File: src/rtl/rr_mutex_pkg.sv
// Shared types and constants for the round-robin mutex.
//   state_e  : arbiter FSM states (idle, grant held, post-release guard)
//   CNT_W    : width of the hold and guard counters
//   CNT_SAT  : counter saturation value (counters never wrap)
package rr_mutex_pkg;

    localparam int unsigned CNT_W = 8;
    localparam logic [CNT_W-1:0] CNT_SAT = '1;

    typedef enum logic [1:0] {
        StIdle  = 2'd0,
        StGrant = 2'd1,
        StGuard = 2'd2
    } state_e;

endpackage

File: src/rtl/rr_mutex_timer.sv
// Saturating up-counter with terminal-count detect, used for grant-hold and guard timing.
// Ports:
//   clk, rst_n : clock, asynchronous active-low reset
//   load       : clear the count to zero (wins over en)
//   en         : increment the count by one, saturating at CNT_SAT
//   tc         : high while the count equals TERMINAL
module rr_mutex_timer
    import rr_mutex_pkg::*;
#(
    parameter int unsigned TERMINAL = 1
) (
    input  logic clk,
    input  logic rst_n,
    input  logic load,
    input  logic en,
    output logic tc
);

    localparam logic [CNT_W-1:0] TC_VAL = CNT_W'(TERMINAL);

    logic [CNT_W-1:0] count_q, count_d;

    always_comb begin
        count_d = count_q;
        if (load) begin
            count_d = '0;
        end else if (en && (count_q != CNT_SAT)) begin
            count_d = count_q + 1'b1;
        end
    end

    always_ff @(posedge clk or negedge rst_n) begin
        if (!rst_n) begin
            count_q <= '0;
        end else begin
            count_q <= count_d;
        end
    end

    assign tc = (count_q == TC_VAL);

endmodule

File: src/rtl/rr_mutex.sv
// Two-requester round-robin mutex driving an external NOR set/reset latch.
// Optional forced release after MAX_HOLD grant cycles is built when RR_MUTEX_TIMEOUT_EN is defined.
// Ports:
//   clk, rst_n   : clock, asynchronous active-low reset
//   req0, req1   : level requests, held until granted or abandoned
//   rel0, rel1   : one-cycle release pulses, only the owner's is honoured
//   gnt0, gnt1   : grants, one-hot or zero
//   s_pulse      : latch set strobe, first grant cycle
//   r_pulse      : latch reset strobe, first guard cycle
//   busy         : high while granted or guarding
//   owner        : index of the last granted requester
//   timeout      : one-cycle pulse on forced release
module rr_mutex
    import rr_mutex_pkg::*;
#(
    parameter int unsigned MAX_HOLD  = 16,
    parameter int unsigned GUARD_CYC = 2
) (
    input  logic clk,
    input  logic rst_n,
    input  logic req0,
    input  logic req1,
    input  logic rel0,
    input  logic rel1,
    output logic gnt0,
    output logic gnt1,
    output logic s_pulse,
    output logic r_pulse,
    output logic busy,
    output logic owner,
    output logic timeout
);

    state_e state_q, state_d;
    logic   prio_q, prio_d;
    logic   owner_q, owner_d;
    logic   s_q, s_d;
    logic   r_q, r_d;
    logic   to_q, to_d;

    logic hold_load, hold_en, hold_tc;
    logic guard_load, guard_en, guard_tc;
    logic force_rel;
    logic own_req, own_rel;

    rr_mutex_timer #(
        .TERMINAL (MAX_HOLD - 1)
    ) u_hold_timer (
        .clk   (clk),
        .rst_n (rst_n),
        .load  (hold_load),
        .en    (hold_en),
        .tc    (hold_tc)
    );

    rr_mutex_timer #(
        .TERMINAL (GUARD_CYC - 1)
    ) u_guard_timer (
        .clk   (clk),
        .rst_n (rst_n),
        .load  (guard_load),
        .en    (guard_en),
        .tc    (guard_tc)
    );

`ifdef RR_MUTEX_TIMEOUT_EN
    assign force_rel = hold_tc;
`else
    logic unused_hold_tc;
    assign unused_hold_tc = hold_tc;
    assign force_rel      = 1'b0;
`endif

    assign own_req = owner_q ? req1 : req0;
    assign own_rel = owner_q ? rel1 : rel0;

    assign hold_en  = (state_q == StGrant);
    assign guard_en = (state_q == StGuard);

    always_comb begin
        state_d    = state_q;
        prio_d     = prio_q;
        owner_d    = owner_q;
        s_d        = 1'b0;
        r_d        = 1'b0;
        to_d       = 1'b0;
        hold_load  = 1'b0;
        guard_load = 1'b0;
        unique case (state_q)
            StIdle: begin
                if (req0 || req1) begin
                    state_d   = StGrant;
                    // A lone request wins outright; a tie goes to prio.
                    owner_d   = (req0 && req1) ? prio_q : req1;
                    prio_d    = ~owner_d;
                    s_d       = 1'b1;
                    hold_load = 1'b1;
                end
            end
            StGrant: begin
                if (own_rel || !own_req || force_rel) begin
                    state_d    = StGuard;
                    r_d        = 1'b1;
                    // An explicit release or abandon in the same cycle is a normal release.
                    to_d       = force_rel && !own_rel && own_req;
                    guard_load = 1'b1;
                end
            end
            StGuard: begin
                if (guard_tc) begin
                    state_d = StIdle;
                end
            end
            default: begin
                state_d = StIdle;
            end
        endcase
    end

    always_ff @(posedge clk or negedge rst_n) begin
        if (!rst_n) begin
            state_q <= StIdle;
            prio_q  <= 1'b0;
            owner_q <= 1'b0;
            s_q     <= 1'b0;
            r_q     <= 1'b0;
            to_q    <= 1'b0;
        end else begin
            state_q <= state_d;
            prio_q  <= prio_d;
            owner_q <= owner_d;
            s_q     <= s_d;
            r_q     <= r_d;
            to_q    <= to_d;
        end
    end

    assign gnt0    = (state_q == StGrant) && !owner_q;
    assign gnt1    = (state_q == StGrant) && owner_q;
    assign busy    = (state_q != StIdle);
    assign owner   = owner_q;
    assign s_pulse = s_q;
    assign r_pulse = r_q;
    assign timeout = to_q;

endmodule
File: config.mk
export PLATFORM = sky130hd
export DESIGN_NAME = rr_mutex
export DESIGN_NICKNAME = d
export VERILOG_FILES = /design/src/rtl/rr_mutex_pkg.sv /design/src/rtl/rr_mutex_timer.sv /design/src/rtl/rr_mutex.sv
export SDC_FILE = /design/constraint.sdc
export NUM_CORES = 1
export LEC_CHECK = 0
export ABC_AREA = 1
export BUFFER_PORTS_ARGS = -buffer_cell sky130_fd_sc_hd__buf_4
export CORE_UTILIZATION = 48
export DETAILED_ROUTE_END_ITERATION = 10
export GPL_TIMING_DRIVEN = 1
export PLACE_DENSITY = 0.83
export SKIP_LAST_GASP = 1
export SLEW_MARGIN = 20
export SYNTH_ARGS = -nofsm -noshare
export SYNTH_HDL_FRONTEND = slang
export SYNTH_SLANG_ARGS = --single-unit
File: constraint.sdc
create_clock -name clk -period 1.4 [get_ports clk]
set_input_delay 0.21 -clock clk [delete_from_list [all_inputs] [get_ports clk]]
set_output_delay 0.21 -clock clk [all_outputs]
set_load 0.1 [all_outputs]
==> results of run 1 <==
[final cells by class]
| type | instances | area [um2] |
|---|---|---|
| Timing Repair Buffer | 18 | 170.2 |
| Multi-Input combinational cell | 80 | 459.2 |
| Clock buffer | 4 | 36.28 |
| Inverter | 11 | 41.29 |
| Fill cell | 108 | 460.4 |
| Tap cell | 16 | 20.02 |
| Sequential cell | 14 | 354.1 |
[worst max-delay path: stages (launching register included)]
cell     delay (ns)
dfrtp_1        0.42
nor2_4         0.13
inv_2          0.07
nor2_4         0.10
buf_12         0.18
[through the flow]
| stage | cell area (um2) | util [%] | worst slack (ns) | TNS [ns] |
|---|---|---|---|---|
| global route | 1081 | 70.13 | -0.04157 | -0.2308 |
| detailed placement | 937.1 | 60.80 | -0.008330 | -0.008330 |
| finish | 1081 | 70.13 | -0.0006420 | -0.0006420 |
| floorplan | 832.0 | - | -0.03600 | -0.03600 |
| global placement | 937.1 | 60.80 | 0.06833 | 0 |
| CTS | 1044 | 67.69 | 0.008339 | 0 |
[metal layers]
| layer | share of wire, % | routed length (um) |
|---|---|---|
| met5 | 0 | 0 |
| met4 | 3.0 | 61 |
| met3 | 5.6 | 113 |
| met2 | 49 | 993 |
| met1 | 42 | 860 |
[power groups by stage]
stage          Combinational (mW)  Sequential, mW  Clock (mW)
2_1_floorplan               0.797           0.946           0
3_3_place_gp                 1.34           0.665           0
3_5_place_dp                 1.36           0.670           0
4_1_cts                      1.53           0.663       0.302
5_1_grt                      1.74           0.689       0.315
6_report                     1.65           0.671       0.300
[logic make-up after synthesis]
| family | Yosys count |
|---|---|
| AOI/OAI and AO/OA | 5 |
| other | 1 |
| and+or+nand+nor | 68 |
| DFF | 14 |
| buffers and inverters | 13 |
| adders and majority gates | 2 |
| xor gates and xnor gates | 3 |
[what timing repair did]
action / in CTS / in global routing
setup buffers: 3 / 2
pin swaps: 1 / 6
resized for setup: 10 / 5
hold buffers: 1 / 0
hold endpoints to repair: 14 / 0
gates cloned: 0 / 1
endpoints found under the setup margin: 3 / 11
[synthesized netlist by cell type]
| master | number | share of area (%) |
|---|---|---|
| nor2_1 | 17 | 7.9 |
| nand3_2 | 1 | 1.2 |
| nand4_1 | 1 | 0.78 |
| nor2_4 | 2 | 2.8 |
| nor3_1 | 2 | 1.2 |
| dfrtp_1 | 14 | 43 |
| conb_1 | 1 | 0.47 |
| nand2_4 | 1 | 1.4 |
| nand2_2 | 1 | 0.78 |
| buf_2 | 1 | 0.62 |
| nand3_1 | 14 | 8.7 |
| ha_1 | 2 | 3.1 |
| nor2_2 | 1 | 0.78 |
| inv_1 | 11 | 5.1 |
| xor2_1 | 3 | 3.3 |
| nand3b_1 | 1 | 0.93 |
| o21ai_1 | 1 | 0.62 |
| nand2_1 | 27 | 13 |
| o21ai_0 | 3 | 1.9 |
| buf_4 | 1 | 0.93 |
| a21boi_2 | 1 | 1.4 |
[worst min path at each step]
stage / start / to / slack [ns] / cells after the start
final: req1 / prio_q / 0.25 / 4
after global routing: req1 / prio_q / 0.28 / 4
after CTS: req1 / prio_q / 0.24 / 4
after detailed placement: rst_n / u_guard_timer.count_q[7] / 0.07 / 1
after global placement: rst_n / u_guard_timer.count_q[7] / 0.07 / 1
after floorplan: rst_n / prio_q / -0.09 / 0
[sequential cells by signal, summed over array words and instances, names as in the netlist]
| signal | cells |
|---|---|
| u_guard_timer.count_q | 8 |
| state_q | 2 |
| owner | 1 |
| prio_q | 1 |
| r_pulse | 1 |
| s_pulse | 1 |
==> metrics.txt, run 1 <==
status=complete, but fails checks; failing checks=setup timing; crit path DAT=1.19 ns; die area=0.001846 mm2; crit end category=output port; r2r startpoint=owner; Post-Synth Adder-Cell Area=3.106%; initial antenna violation count=0; via count=786; number of I/O port buffers=11; largest net degree at the start of global routing=15; Die H=42.97 um; Final setup viols=1; Comb pwr share=62.9%; PwrDens=2421 mW/mm2; multiplexer share of the synthesized area=0%; P_sw=1.394 mW; CTS root buffer=clkbuf_4; PnR worst setup slack=-0.0006420 ns; All-Layer GR Usage=23.35%; Cell Area, Synth=805.8 um2; initial detailed-routing violation count=33; CTS tree=built; Worst Hold Slack=0.2467 ns; Worst setup SP type=register; met3 Usage GRT=6.809%; Critical Path Sink=gnt0; WP data required=1.19 ns; Fin. Hold Viols=0; Reg clk slew, reported paths=0.09 ns; Fmax achieved=714.0 MHz; # nets final=136; LEAKAGE=0.5378 nW; vias in the first global route=746; initial core utilization=52.27%; cell count after synthesis=106; clock skew=0.006054 ns; core footprint=0.001541 mm2; Unique masters post-synth=21; Max VDD drop=1.819 mV; Synthesized Nets=114; #FFs+latches synth=14; H-tree depth=1; share of cells above drive strength 1=29.92%; commonest non-fill, non-tap cell in the layout=nand2_1; clock power share=11.5%; fin crit share=100.0%; global route total overflow=0; DRC=0; Final min period=1.401 ns; Worst-Skew Late Latency=0.30 ns; RR Endpoint=u_guard_timer.count_q[7]; Tot Pwr=2.617 mW; fin cells=143; via/cell ratio=5.497; reg-to-reg slack, setup=0.03 ns; met2 Usage GRT=38.79%; post-DP HPWL=1221 um; number of I/O pins=13; Syn. warnings=0; ant diodes=0; Max clock buf depth=2; simple-gate share of the synthesized area=39.13%; Synth Area in Compound Gates=3.882%; Post-Synth XOR/XNOR Area=3.261%; busiest grt layer=met2; worst min path class=primary input to register; TritonCTS Buffers=3; first-pass GRT wire length=3111 um; most frequent cells in the layout=nand2_1 (25), nor2_1 (15), nand3_1 (14), buf_4 (13), dfrtp_1 (13); RD Place Congestion=0.8061; Int Pwr=1.223 mW; Net Sw Frac=53.28%; RSZ-0062 raised after global routing=yes; Slew Viols, Final=0; number of max-cap violations=0; post-route ant nets=0; largest family of logic cells by synthesized area=simple AND/OR/NAND/NOR gates; GR met1 Demand/Resource=27.62%; 1st-pass router iterations=4; CP Class=register to output port; Seq/Total Area, Yosys=43.48%; Syn-to-layout area delta=34.16%; worst reg2reg path depth=6; die width=42.97 um; CTS Sinks=14; wire per inst=14.19 um; Placed Instances=133; Setup crit start=state_q[1]; Row Count=14; Crit Path Max Fanout=2; routed wire length=2029 um; Syn Area/Cell=7.602 um2; part of the power in registers=25.6%
No activity file was read; power rests on OpenSTA's default activity.
==> run 2: changes to the inputs <==
- MAX_ROUTING_LAYER: unset -> met4
- RECOVER_POWER: unset -> 100
==> metrics.txt, run 2 (synthesis gave the netlist of run 1 again) <==
Crit Path Max Fanout=2 (unchanged); Row Count=14 (unchanged); via/cell ratio=5.434 (was 5.497); Least-Margin Pin Slew=0.7539 ns; share of cells above drive strength 1=28.35% (was 29.92%); commonest non-fill, non-tap cell in the layout=nand2_1 (unchanged); clock power share=11.7% (was 11.5%); global route total overflow=0 (unchanged); H-tree depth=1 (unchanged); core footprint=0.001541 mm2 (unchanged); initial antenna violation count=0 (unchanged); All-Layer GR Usage=24.27% (was 23.35%); Worst-Skew Late Latency=0.30 ns (about the same); CP max stage cell=dfrtp_1 (unchanged); WP data required=1.19 ns (about the same); crit path DAT=1.19 ns (about the same); fin cells=143 (unchanged); Fin. Hold Viols=0 (unchanged); largest net degree at the start of global routing=15 (unchanged); fin crit share=100.1% (was 100.0%); Syn-to-layout area delta=31.99% (was 34.16%); Reg clk slew, reported paths=0.09 ns (about the same); vias in the first global route=738 (was 746); Crit path max-delay family=flip-flops (unchanged); crit end category=output port (unchanged); Final min period=1.402 ns (was 1.401 ns); Worst Hold Slack=0.2508 ns (was 0.2467 ns); RD Place Congestion=0.8179 (was 0.8061); status=complete, but fails checks (unchanged); DRC=0 (unchanged); Net Sw Frac=53.33% (was 53.28%); via count=777 (was 786); Slew Viols, Final=0 (unchanged); top flop regs=u_guard_timer.count_q (8), state_q (2) (unchanged); Reg with most FFs=u_guard_timer.count_q (unchanged); LEAKAGE=0.5349 nW (was 0.5378 nW); CP peak stage delay=0.37 ns (was 0.42 ns); CP Class=register to output port (unchanged); routed wire length=2031 um (was 2029 um); number of max-cap violations=0 (unchanged); CTS tree=built (unchanged); Comb pwr share=62.4% (was 62.9%); Final setup viols=1 (unchanged); crit path cell chain=inv_2 > nor2_4 > inv_2 > nor2_4 > buf_12 (was nor2_4 > inv_2 > nor2_4 > buf_12); PnR worst setup slack=-0.002090 ns (was -0.0006420 ns); die area=0.001846 mm2 (unchanged); number of I/O pins=13 (unchanged); initial detailed-routing violation count=42 (was 33); # nets final=136 (unchanged); TritonCTS Buffers=3 (unchanged); P_sw=1.376 mW (was 1.394 mW); first-pass GRT wire length=3146 um (was 3111 um); wire per inst=14.20 um (was 14.19 um); Worst Path Buf+Inv=3 (was 2); Fmax achieved=713.2 MHz (was 714.0 MHz); post-DP HPWL=1221 um (unchanged); Int Pwr=1.205 mW (was 1.223 mW); number of I/O port buffers=11 (unchanged); 1st-pass router iterations=4 (unchanged); post-route ant nets=0 (unchanged); ant diodes=0 (unchanged); Largest register FFs=8 (unchanged); CTS Sinks=14 (unchanged); setup TNS=-0.002090 ns (was -0.0006420 ns); Rel. slew slack=49.74%; Placed Instances=133 (unchanged); die width=42.97 um (unchanged); initial core utilization=52.27% (unchanged); Tot Pwr=2.581 mW (was 2.617 mW); Max VDD drop=1.714 mV (was 1.819 mV); PwrDens=2427 mW/mm2 (was 2421 mW/mm2); Max clock buf depth=2 (unchanged); Worst setup SP type=register (unchanged); clock skew=0.007377 ns (was 0.006054 ns); RSZ-0062 raised after global routing=yes (unchanged); CTS root buffer=clkbuf_4 (unchanged); most frequent cells in the layout=nand2_1 (25), nor2_1 (15), nand3_1 (14), dfrtp_1 (13), buf_4 (12) (was nand2_1 (25), nor2_1 (15), nand3_1 (14), buf_4 (13), dfrtp_1 (13)); Die H=42.97 um (unchanged); part of the power in registers=25.9% (was 25.6%); failing checks=setup timing (unchanged); worst min path class=primary input to register (unchanged)
==> run 2: cell count changes in the layout (fill, tap and decap cells not counted), sizes merged <==
| cell | delta |
|---|---|
| clkbuf | +3 |
| buf | -2 |
| nand3 | -1 |
==> run 2: routing by layer <==
metal  GRT usage (%)  vias up  share of wire, %  wire [um]
met2           39.39       36                49        993
met4           9.697        0               1.0         21
li1                -      373                 -          -
met3           7.234        2               6.4        129
met5               -        -                 0          0
met1           28.18      366                44        886
==> run 2: power groups by stage <==
stage               Combinational (mW)  Sequential, mW  Clock [mW]
finish                            1.61           0.668       0.303
detailed placement                1.36           0.670           0
global placement                  1.34           0.665           0
global route                      1.70           0.686       0.318
floorplan                        0.797           0.946           0
CTS                               1.53           0.663       0.302
==> run 2: worst register-to-register path: cells and delay by family (launching register included) <==
kind | cells | cell delay, ns
flip-flops | 1 | 0.40
AO/OA/AOI/OAI | 1 | 0.28
AND/OR/NAND/NOR | 4 | 0.34
buffers and inverters | 2 | 0.27
==> run 2: what timing repair did <==
action / CTS / global route
endpoints found under the setup margin: 3 / 11
pin swaps: 1 / 0
setup buffers: 3 / 2
gates resized for setup: 10 / 3
hold buffers: 1 / 0
endpoints found under the hold margin: 14 / 0
==> run 2: path summary, 6_finish.rpt <==
check | from | end | slack, ns | cells after the start
hold reg to reg | prio_q | prio_q | 0.47 | 2
min in group asynchronous | rst_n | owner | 0.48 | 2
setup / recovery | state_q[0] | gnt0 | -0.002 | 5
hold / removal | req0 | s_pulse | 0.25 | 3
max in group asynchronous | rst_n | owner | 0.37 | 2
setup reg to reg | state_q[0] | u_guard_timer.count_q[0] | 0.01 | 7
==> run 2: area by class of cell <==
cell class / count / area (um2)
clock buffer: 4 / 36.28
multi-input combinational: 79 / 446.7
sequential: 14 / 354.1
timing repair buffer: 19 / 165.2
tap: 16 / 20.02
inverter: 11 / 41.29
fill: 111 / 478.0
==> run 2: through the flow <==
step,instance area [um2],worst slack (ns),utilization (%)
after floorplan,832.0,-0.03600,-
after global placement,937.1,0.06833,60.80
after detailed placement,937.1,-0.008330,60.80
after CTS,1044,0.008339,67.69
after global routing,1064,-0.04428,68.99
final,1064,-0.002090,68.99
==> run 3: changes to the inputs <==
- BUFFER_PORTS_ARGS: -buffer_cell sky130_fd_sc_hd__buf_4 -> -buffer_cell sky130_fd_sc_hd__buf_2
==> metrics.txt, run 3 (synthesis gave the netlist of run 1 again) <==
Int Pwr=1.186 mW (was 1.205 mW); most frequent cells in the layout=nand2_1 (27), nor2_1 (14), nand3_1 (14), dfrtp_1 (13) (was nand2_1 (25), nor2_1 (15), nand3_1 (14), dfrtp_1 (13), buf_4 (12)); PwrDens=2410 mW/mm2 (was 2427 mW/mm2); Reg clk slew, reported paths=0.09 ns (about the same); number of max-cap violations=0 (unchanged); All-Layer GR Usage=25.66% (was 24.27%); ant diodes=0 (unchanged); CP peak stage delay=0.37 ns (about the same); RD Place Congestion=0.8270 (was 0.8179); Worst Path Buf+Inv=3 (unchanged); Fmax achieved=713.1 MHz (was 713.2 MHz); Reg with most FFs=u_guard_timer.count_q (unchanged); initial antenna violation count=0 (unchanged); Comb pwr share=65.0% (was 62.4%); first-pass GRT wire length=3450 um (was 3146 um); Largest register FFs=8 (unchanged); top flop regs=u_guard_timer.count_q (8), state_q (2) (unchanged); CTS Sinks=14 (unchanged); RR Endpoint=u_guard_timer.count_q[4] (was u_guard_timer.count_q[0]); worst min path class=primary input to register (unchanged); number of I/O port buffers=11 (unchanged); H-tree depth=1 (unchanged); largest net degree at the start of global routing=15 (unchanged); Slew Viols, Final=0 (unchanged); DRC=0 (unchanged); Storage cell area=354.1 um2 (unchanged); CP Class=register to output port (unchanged); failing checks=setup timing (unchanged); TritonCTS Buffers=3 (unchanged); die width=42.97 um (unchanged); Net Sw Frac=53.99% (was 53.33%); post-DP HPWL=1432 um (was 1221 um); initial core utilization=52.27% (unchanged); Placed Instances=133 (unchanged); Place WS=-0.01658 ns (was -0.008330 ns); multi-input combinational cell area=451.7 um2 (was 446.7 um2); via count=862 (was 777); Least-Margin Pin Slew=0.7930 ns (was 0.7539 ns); CTS root buffer=clkbuf_4 (unchanged); via/cell ratio=5.904 (was 5.434); Tot Pwr=2.578 mW (was 2.581 mW); P_sw=1.392 mW (was 1.376 mW); die area=0.001846 mm2 (unchanged); Row Count=14 (unchanged); crit path DAT=1.19 ns (about the same); 1st-pass router iterations=5 (was 4); fin cells=146 (was 143); Final min period=1.402 ns (about the same); Syn-to-layout area delta=32.76% (was 31.99%); Final setup viols=2 (was 1); RSZ-0062 raised after global routing=yes (unchanged); reg-to-reg slack, setup=0.01 ns (about the same); hold depth=3 (unchanged); Worst setup SP type=register (unchanged); # nets final=139 (was 136); Worst-Skew Late Latency=0.27 ns (was 0.30 ns); share of cells above drive strength 1=29.23% (was 28.35%); Hold EP=owner (was s_pulse); Worst Hold Launch=req1 (was req0); # fillers=104 (was 111); worst reg2reg path depth=6 (was 7); Final Util=69.40% (was 68.99%); CTS tree=built (unchanged); clock power share=8.8% (was 11.7%); post-route ant nets=0 (unchanged); Crit path max-delay family=flip-flops (unchanged); WP data required=1.19 ns (about the same); Die H=42.97 um (unchanged); number of I/O pins=13 (unchanged); crit path cell chain=inv_2 > nor2_4 > inv_2 > nor2_4 > buf_12 (unchanged); r2r startpoint=owner (was state_q[0]); wire per inst=15.87 um (was 14.20 um); routed wire length=2317 um (was 2031 um); core footprint=0.001541 mm2 (unchanged); initial detailed-routing violation count=79 (was 42); Max clock buf depth=2 (unchanged); crit end category=output port (unchanged); part of the power in registers=26.2% (was 25.9%); Crit Path Max Fanout=2 (unchanged); PnR worst setup slack=-0.002348 ns (was -0.002090 ns); fin crit share=100.2% (was 100.1%); Max VDD drop=2.427 mV (was 1.714 mV); LEAKAGE=0.5344 nW (was 0.5349 nW); global route total overflow=0 (unchanged); Worst Hold Slack=0.2910 ns (was 0.2508 ns); commonest non-fill, non-tap cell in the layout=nand2_1 (unchanged); vias in the first global route=772 (was 738); clock skew=0.01408 ns (was 0.007377 ns); Rel. slew slack=47.13% (was 49.74%); Fin. Hold Viols=0 (unchanged); status=complete, but fails checks (unchanged); CP max stage cell=dfrtp_1 (unchanged)
run 3: changes by cell type in the layout (fill, tap and decap cells not counted), sizes merged:
cell	change
clkbuf	+1
buf	+1
nand3	+1
run 3: how the worst max path moves through the flow:
stage	from	end	cells past startpoint	slack [ns]
floorplan	owner	gnt1	2	-0.04
global placement	u_guard_timer.count_q[0]	u_guard_timer.count_q[0]	7	0.07
detailed placement	u_guard_timer.count_q[0]	u_guard_timer.count_q[0]	7	-0.02
CTS	state_q[0]	gnt1	5	-0.007
global route	state_q[0]	gnt0	5	-0.06
finish	state_q[0]	gnt0	5	-0.002
run 3: what timing repair did:
| action | 4_1_cts | 5_1_grt |
|---|---|---|
| setup buffers | 2 | 5 |
| pin swaps | 1 | 4 |
| gates resized for setup | 4 | 4 |
| cloned | 0 | 1 |
| endpoints found under the hold margin | 14 | 0 |
| endpoints found under the setup margin | 8 | 9 |
| hold buffers | 1 | 0 |
run 3: worst reg2reg max path: stages (launching register included):
cell     delay (ns)
dfrtp_4        0.52
inv_2          0.10
nor2_1         0.06
nand2_1        0.20
nand3_2        0.19
nand3_1        0.14
nand2_1        0.07
run 3: metrics by stage:
stage	area, um2	setup TNS [ns]
5_1_grt	1070	-0.2823
3_3_place_gp	954.7	0
4_1_cts	1026	-0.007151
2_1_floorplan	832.0	-0.03600
3_5_place_dp	954.7	-0.01658
6_report	1070	-0.002412
run 3: final cells by class:
| type | instances | area share [%] |
|---|---|---|
| multi-input combinational | 80 | 42.22 |
| sequential | 14 | 33.10 |
| timing repair buffer | 21 | 16.49 |
| inverter | 11 | 3.860 |
| clock buffer | 4 | 2.456 |
| tap | 16 | 1.871 |
run 3: power by group through the flow:
stage / logic (mW) / registers [mW] / clock network [mW]
floorplan: 0.797 / 0.946 / 0
global placement: 1.43 / 0.661 / 0
detailed placement: 1.46 / 0.668 / 0
CTS: 1.56 / 0.658 / 0.235
global route: 1.77 / 0.689 / 0.246
finish: 1.68 / 0.675 / 0.226
run 3: routing by layer:
layer,track usage (%),vias to the layer above,wire length [um]
li1,-,383,-
met5,-,-,0
met1,33.52,405,908
met2,37.88,60,1151
met3,3.830,14,183
met4,15.15,0,74
